--- src/rtl/mac_psum_sender.sv ---
// -----------------------------------------------------------------------------
// mac_psum_sender
//
// Transmit side of the MAC partial-sum stream. fp32 psums produced by the MAC
// array are buffered in a small FIFO and forwarded to mac_psum_accumulator over
// a valid/ready link, tagged with two sideband flags:
//   - inter_end : the word is the last psum of the current pass
//   - accum_end : the word belongs to the final pass of the job
//
// One job = num_pass passes of TILE_LEN psums. A job is configured through a
// cfg valid/ready handshake that is only accepted while idle.
//
// Ports
//   i_clk, i_reset        clock (posedge) and asynchronous active-high reset
//   i_cfg_valid/o_cfg_ready, i_cfg_num_pass
//                         job configuration (num_pass of 0 behaves as 1)
//   i_psum_valid/o_psum_ready, i_psum_data
//                         upstream psum stream from the MAC array
//   o_psum_valid/i_psum_ready, o_psum_data, o_inter_end, o_accum_end
//                         downstream stream to the accumulator
//   o_busy                a job is in progress
//   o_done                one-cycle pulse once the whole job has been sent
// -----------------------------------------------------------------------------
module mac_psum_sender #(
  parameter int DATA_W     = 32,
  parameter int TILE_LEN   = 64,
  parameter int FIFO_DEPTH = 16,
  parameter int PASS_W     = 8
) (
  input  logic              i_clk,
  input  logic              i_reset,
  // job configuration
  input  logic              i_cfg_valid,
  output logic              o_cfg_ready,
  input  logic [PASS_W-1:0] i_cfg_num_pass,
  // upstream psums
  input  logic              i_psum_valid,
  output logic              o_psum_ready,
  input  logic [DATA_W-1:0] i_psum_data,
  // downstream psums
  output logic              o_psum_valid,
  input  logic              i_psum_ready,
  output logic [DATA_W-1:0] o_psum_data,
  output logic              o_inter_end,
  output logic              o_accum_end,
  // status
  output logic              o_busy,
  output logic              o_done
);

  localparam int TILE_W = $clog2(TILE_LEN);
  localparam int PTR_W  = $clog2(FIFO_DEPTH);
  // Wide enough to hold num_pass*TILE_LEN for the largest num_pass.
  localparam int CNT_W  = PASS_W + TILE_W;

  localparam logic [1:0] ST_IDLE   = 2'd0;
  localparam logic [1:0] ST_STREAM = 2'd1;
  localparam logic [1:0] ST_DONE   = 2'd2;

  // ---------------------------------------------------------------------------
  // State
  // ---------------------------------------------------------------------------
  logic [1:0]        state_q,    state_d;
  logic [PASS_W-1:0] num_pass_q, num_pass_d;
  logic [CNT_W-1:0]  in_cnt_q,   in_cnt_d;
  logic [TILE_W-1:0] elem_cnt_q, elem_cnt_d;
  logic [PASS_W-1:0] pass_cnt_q, pass_cnt_d;

  // Pointers carry one extra wrap bit so full and empty can be told apart.
  logic [PTR_W:0]    wr_ptr_q,   wr_ptr_d;
  logic [PTR_W:0]    rd_ptr_q,   rd_ptr_d;

  // Buffer storage: no reset needed, validity is tracked by the pointers.
  logic [DATA_W-1:0] fifo_mem [FIFO_DEPTH];

  // ---------------------------------------------------------------------------
  // Derived conditions
  // ---------------------------------------------------------------------------
  logic              fifo_empty;
  logic              fifo_full;
  logic [CNT_W-1:0]  job_total;
  logic              in_room;
  logic              psum_ready;
  logic              push;
  logic              pop;
  logic              last_elem;
  logic              last_pass;

  assign fifo_empty = (wr_ptr_q == rd_ptr_q);
  assign fifo_full  = (wr_ptr_q[PTR_W] != rd_ptr_q[PTR_W]) &&
                      (wr_ptr_q[PTR_W-1:0] == rd_ptr_q[PTR_W-1:0]);

  // TILE_LEN is a power of two, so num_pass*TILE_LEN is just a shift.
  assign job_total  = {num_pass_q, {TILE_W{1'b0}}};
  assign in_room    = (in_cnt_q < job_total);

  // Readiness deliberately ignores a same-cycle pop: a full buffer blocks the
  // push even while the head is leaving, which keeps this path short.
  assign psum_ready = (state_q == ST_STREAM) && !fifo_full && in_room;

  assign push       = i_psum_valid && psum_ready;
  assign pop        = !fifo_empty && i_psum_ready;

  assign last_elem  = (elem_cnt_q == {TILE_W{1'b1}});
  // num_pass_q is never 0 once a job is running, so the subtraction is safe;
  // after reset the FIFO is empty and the flag is masked anyway.
  assign last_pass  = (pass_cnt_q == (num_pass_q - PASS_W'(1)));

  // ---------------------------------------------------------------------------
  // Next-state logic
  // ---------------------------------------------------------------------------
  always_comb begin
    state_d    = state_q;
    num_pass_d = num_pass_q;
    in_cnt_d   = in_cnt_q;
    elem_cnt_d = elem_cnt_q;
    pass_cnt_d = pass_cnt_q;

    unique case (state_q)
      ST_IDLE: begin
        if (i_cfg_valid) begin
          num_pass_d = (i_cfg_num_pass == '0) ? PASS_W'(1) : i_cfg_num_pass;
          in_cnt_d   = '0;
          elem_cnt_d = '0;
          pass_cnt_d = '0;
          state_d    = ST_STREAM;
        end
      end

      ST_STREAM: begin
        if (push) begin
          in_cnt_d = in_cnt_q + CNT_W'(1);
        end
        if (pop) begin
          if (last_elem) begin
            elem_cnt_d = '0;
            pass_cnt_d = pass_cnt_q + PASS_W'(1);
            if (last_pass) begin
              state_d = ST_DONE;
            end
          end else begin
            elem_cnt_d = elem_cnt_q + TILE_W'(1);
          end
        end
      end

      ST_DONE: begin
        state_d = ST_IDLE;
      end

      default: begin
        state_d = ST_IDLE;
      end
    endcase
  end

  // The FIFO only ever holds data during STREAM, so pointer updates need no
  // state qualification beyond push/pop themselves.
  always_comb begin
    wr_ptr_d = wr_ptr_q + (PTR_W+1)'(push);
    rd_ptr_d = rd_ptr_q + (PTR_W+1)'(pop);
  end

  // ---------------------------------------------------------------------------
  // Registers
  // ---------------------------------------------------------------------------
  always_ff @(posedge i_clk or posedge i_reset) begin
    if (i_reset) begin
      state_q    <= ST_IDLE;
      num_pass_q <= '0;
      in_cnt_q   <= '0;
      elem_cnt_q <= '0;
      pass_cnt_q <= '0;
      wr_ptr_q   <= '0;
      rd_ptr_q   <= '0;
    end else begin
      state_q    <= state_d;
      num_pass_q <= num_pass_d;
      in_cnt_q   <= in_cnt_d;
      elem_cnt_q <= elem_cnt_d;
      pass_cnt_q <= pass_cnt_d;
      wr_ptr_q   <= wr_ptr_d;
      rd_ptr_q   <= rd_ptr_d;
    end
  end

  always_ff @(posedge i_clk) begin
    if (push) begin
      fifo_mem[wr_ptr_q[PTR_W-1:0]] <= i_psum_data;
    end
  end

  // ---------------------------------------------------------------------------
  // Outputs
  // ---------------------------------------------------------------------------
  // Head is read combinationally so a word written at one edge is presented
  // right after it. Sideband flags come from the output-side counters, which
  // only move on a handshake, so they stay aligned with the head word and
  // hold steady through a stall.
  assign o_psum_valid = !fifo_empty;
  assign o_psum_data  = fifo_empty ? '0 : fifo_mem[rd_ptr_q[PTR_W-1:0]];
  assign o_inter_end  = !fifo_empty && last_elem;
  assign o_accum_end  = !fifo_empty && last_pass;

  assign o_psum_ready = psum_ready;
  assign o_cfg_ready  = (state_q == ST_IDLE);
  assign o_busy       = (state_q != ST_IDLE);
  assign o_done       = (state_q == ST_DONE);

endmodule
--- config.mk ---
export PLATFORM = sky130hd
export DESIGN_NAME = mac_psum_sender
export DESIGN_NICKNAME = d
export VERILOG_FILES = /design/src/rtl/mac_psum_sender.sv
export SDC_FILE = /design/constraint.sdc
export NUM_CORES = 1
export LEC_CHECK = 0
export ABC_AREA = 1
export CORE_UTILIZATION = 45
export CTS_CLUSTER_SIZE = 30
export DETAILED_ROUTE_END_ITERATION = 12
export PLACE_DENSITY = 0.72
export SYNTH_ARGS = -nofsm -noshare
export SYNTH_HDL_FRONTEND = slang
export SYNTH_SLANG_ARGS = --single-unit
--- constraint.sdc ---
create_clock -name i_clk -period 4.5 [get_ports i_clk]
set_clock_uncertainty 0.1 [all_clocks]
set_input_delay 0.9 -clock i_clk [delete_from_list [all_inputs] [get_ports i_clk]]
set_output_delay 0.9 -clock i_clk [all_outputs]
set_load 0.05 [all_outputs]
==> reports/metrics.csv <==
metric,value,unit
final hold violations,0,
"CP delay by family, top",buffers and inverters,
number of flops mapped to enable cells by yosys,512,
Max Slew Vio Count,0,
first-pass GRT wire length,83600,µm
WS Path Type,reg -> out,
Tcrit/Tclk final,95.9,%
maximum VDD drop,0.457,mV
crit path DAT,3.31,ns
I/O pin count,84,
WL per Instance,20.5,µm
routed wire length,54500,µm
Max-slew headroom,29.5,%
Avg Inst Size Synth,12.5,µm²
Clock Latency Late Sink,0.59,ns
Final setup viols,0,
NumNets Final,2004,
status,"complete, no violations",
RR Startpoint,rd_ptr_q[0]$_DFF_PP0_,
vias in the first global route,14513,
site row count,82,
initial antenna violation count,1,
DP HPWL,30100,µm
Ys Warns,0,
Detailed Route Iter0 Violations,1424,
H-tree Lvls,2,
Clock Tree Buf Depth,3,
maxcap violations,0,
Initial Util,46.0,%
Crit-path slowest cell,dfrtp_4,
post-CTS setup buffers,0,
unrepaired setup endpoints after global routing,false,
Clock transition at path regs,0.06,ns
synth top area cells,"edfxtp_1, nor2_1, dfrtp_1, o21ai_0, nand2_1",
first-pass iteration count of the detailed router,5,
worst slew pin tran,1.06,ns
sequential cell area,16600,µm²
Resized Gates After CTS,0,
"FF+latch count, synth",560,
area delta synth->final,16.1,%
post-synth top area share,66.0,%
Total GRT Usage,20.6,%
CP endpoint kind,primary output,
DRC Markers,0,
GRT overflow,0,
DR vias/cell,5.62,
CP max FO,63,
HP Class,reg -> reg,
synth unique cells,41,
Syn Inst Count,1864,
die area,52600,µm²
Final WS setup,0.186,ns
CTS tree,done,
syn_nets,1924,
Static Leakage,9.35,nW
area of the multi-input gates,5940,µm²
"Primary FF master, synth",edfxtp_1,
CTS sink cnt,560,
clock root buffer,clkbuf_16,
cell area after synthesis,23300,µm²
asr flop ratio synth,8.57,%
total CTS buffers,54,
Die Y,229,µm
setup TNS,0,ns
largest net degree at the start of global routing,141,
register area share after synthesis,71.2,%
critical path data required time,3.50,ns
via count,14943,
reg2reg setup slack,1.33,ns
Final ANT Viol Nets,0,
Port-buffer cells,83,
n_diodes,0,
"Buf+Inv Stages, Crit Path",5,
Place WS,0.868,ns
routability cong.,0.799,
hold path start,rd_ptr_q[4]$_DFF_PP0_,
crit start category,flip-flop,
Filler cells,4097,
core footprint,50600,µm²
Die X,229,µm
fmax,232,MHz
biggest area consumer among synthesized cells,edfxtp_1,
fin crit period,4.31,ns
crit path cell chain,"inv_6, buf_12, buf_4, nor2_1, o32ai_1, nand2_1, nand2_1, inv_1, a21oi_1, buf_12",
CP startpoint,rd_ptr_q[0]$_DFF_PP0_,
PwrDens,716,nW/µm²
share of layout cells above drive strength 1,10.8,%
Crit path largest cell delay,0.65,ns
hold-fix buffer count after cts,0,
==> metal layers <==
metal | global-route usage, % | share of wire [%] | up-vias
li1 | - | - | 6930
met1 | 27.1 | 41 | 7399
met2 | 35.2 | 50 | 536
met3 | 3.76 | 7.1 | 76
met4 | 5.38 | 1.8 | 2
met5 | 0 | 0.015 | -
==> logic make-up (layout without fill, tap and decap cells) <==
family / count (synthesis) / after routing / synth area share, %
simple gates: 659 / 659 / 11.6
buf+inv: 190 / 315 / 3.67
fa+ha+maj: 15 / 15 / 0.806
compound gates: 379 / 379 / 10.3
mux: 30 / 30 / 1.29
xor+xnor: 31 / 31 / 1.17
flops: 560 / 560 / 71.2
==> power by group <==
part / total (mW) / switching (mW) / internal (mW)
registers: 6.67 / 0.372 / 6.29
clock network: 4.45 / 1.87 / 2.58
logic: 8.25 / 5.26 / 2.99
total: 19.4 / 7.50 / 11.9
==> path summary, 6_finish.rpt <==
kind                                                   end  cells after the start
worst min-delay path                 rd_ptr_q[4]$_DFF_PP0_                      1
worst max register to register  fifo_mem[13][16]$_DFFE_PP_                      6
min in group asynchronous        num_pass_q[7]$_DFFE_PP0P_                      2
worst min register to register       rd_ptr_q[4]$_DFF_PP0_                      1
max in group asynchronous            rd_ptr_q[0]$_DFF_PP0_                      2
worst max-delay path                       o_psum_data[22]                     10
==> stage by stage <==
step	area, µm²	util (%)	hold WS, ns	total power, mW	instances
after floorplan	23300	-	0.365	11.8	1864
after global placement	25300	50.0	0.386	14.8	2560
after detailed placement	25300	50.0	0.382	15.0	2560
after CTS	27000	53.4	0.396	19.5	2661
after global routing	27000	53.4	0.412	20.3	2661
final	27000	53.4	0.389	19.4	2661
==> worst register-to-register path, cell delays in order, from the launching register on <==
cell and delay (ns):
dfrtp_4 0.68, xor2_1 0.31, nor2_1 0.13, nand3b_1 0.25, nand4_4 0.47, nor3_2 0.34
buf_4 0.52
==> state kept, by name, indices dropped and copies added (netlist names) <==
signal	count
in_cnt_q	14
fifo_mem	512
rd_ptr_q	5
wr_ptr_q	5
elem_cnt_q	6
num_pass_q	8
state_q	2
pass_cnt_q	8
==> final cells by class <==
class | instances | share of cell area (%)
inverters | 76 | 1.07
multi-input cells | 1114 | 22.0
well taps | 672 | 3.11
clock inverters | 35 | 1.19
clock buffers | 66 | 5.24
repair buffers | 138 | 6.06
flip-flops and latches | 560 | 61.4
==> cells in the mapped netlist (2+ instances only) <==
cell type	instances
edfxtp_1	512
nor2_1	371
o21ai_0	191
nand2_1	180
inv_1	72
clkbuf_1	64
o32ai_1	64
nand3_1	50
dfrtp_1	48
o211ai_1	34
mux2i_1	30
o221ai_1	30
nor3_1	26
buf_2	25
a21oi_1	23
xor2_1	22
a31oi_1	17
ha_1	15
o21ai_1	11
nand4_1	9
xnor2_1	9
buf_1	8
buf_4	8
o21ai_2	8
buf_6	7
nand2_2	5
or2_2	4
inv_2	3
nand2_4	3
and3_1	2
nor3b_1	2
nor4_1	2
==> layout by cell type (no fill, tap or decap), types with 15 or more instances in the layout <==
master / instances
clkdlybuf4s50_1: 50
nand2_1: 180
nor2_1: 370
a31oi_1: 17
o21ai_0: 191
buf_12: 38
inv_1: 71
o221ai_1: 30
clkbuf_16: 55
edfxtp_1: 512
xor2_1: 22
o211ai_1: 34
o32ai_1: 64
nor3_2: 16
a21oi_1: 23
buf_4: 50
nand3_1: 50
ha_1: 15
dfrtp_1: 45
mux2i_1: 30
No activity file was read; power rests on OpenSTA's default activity.
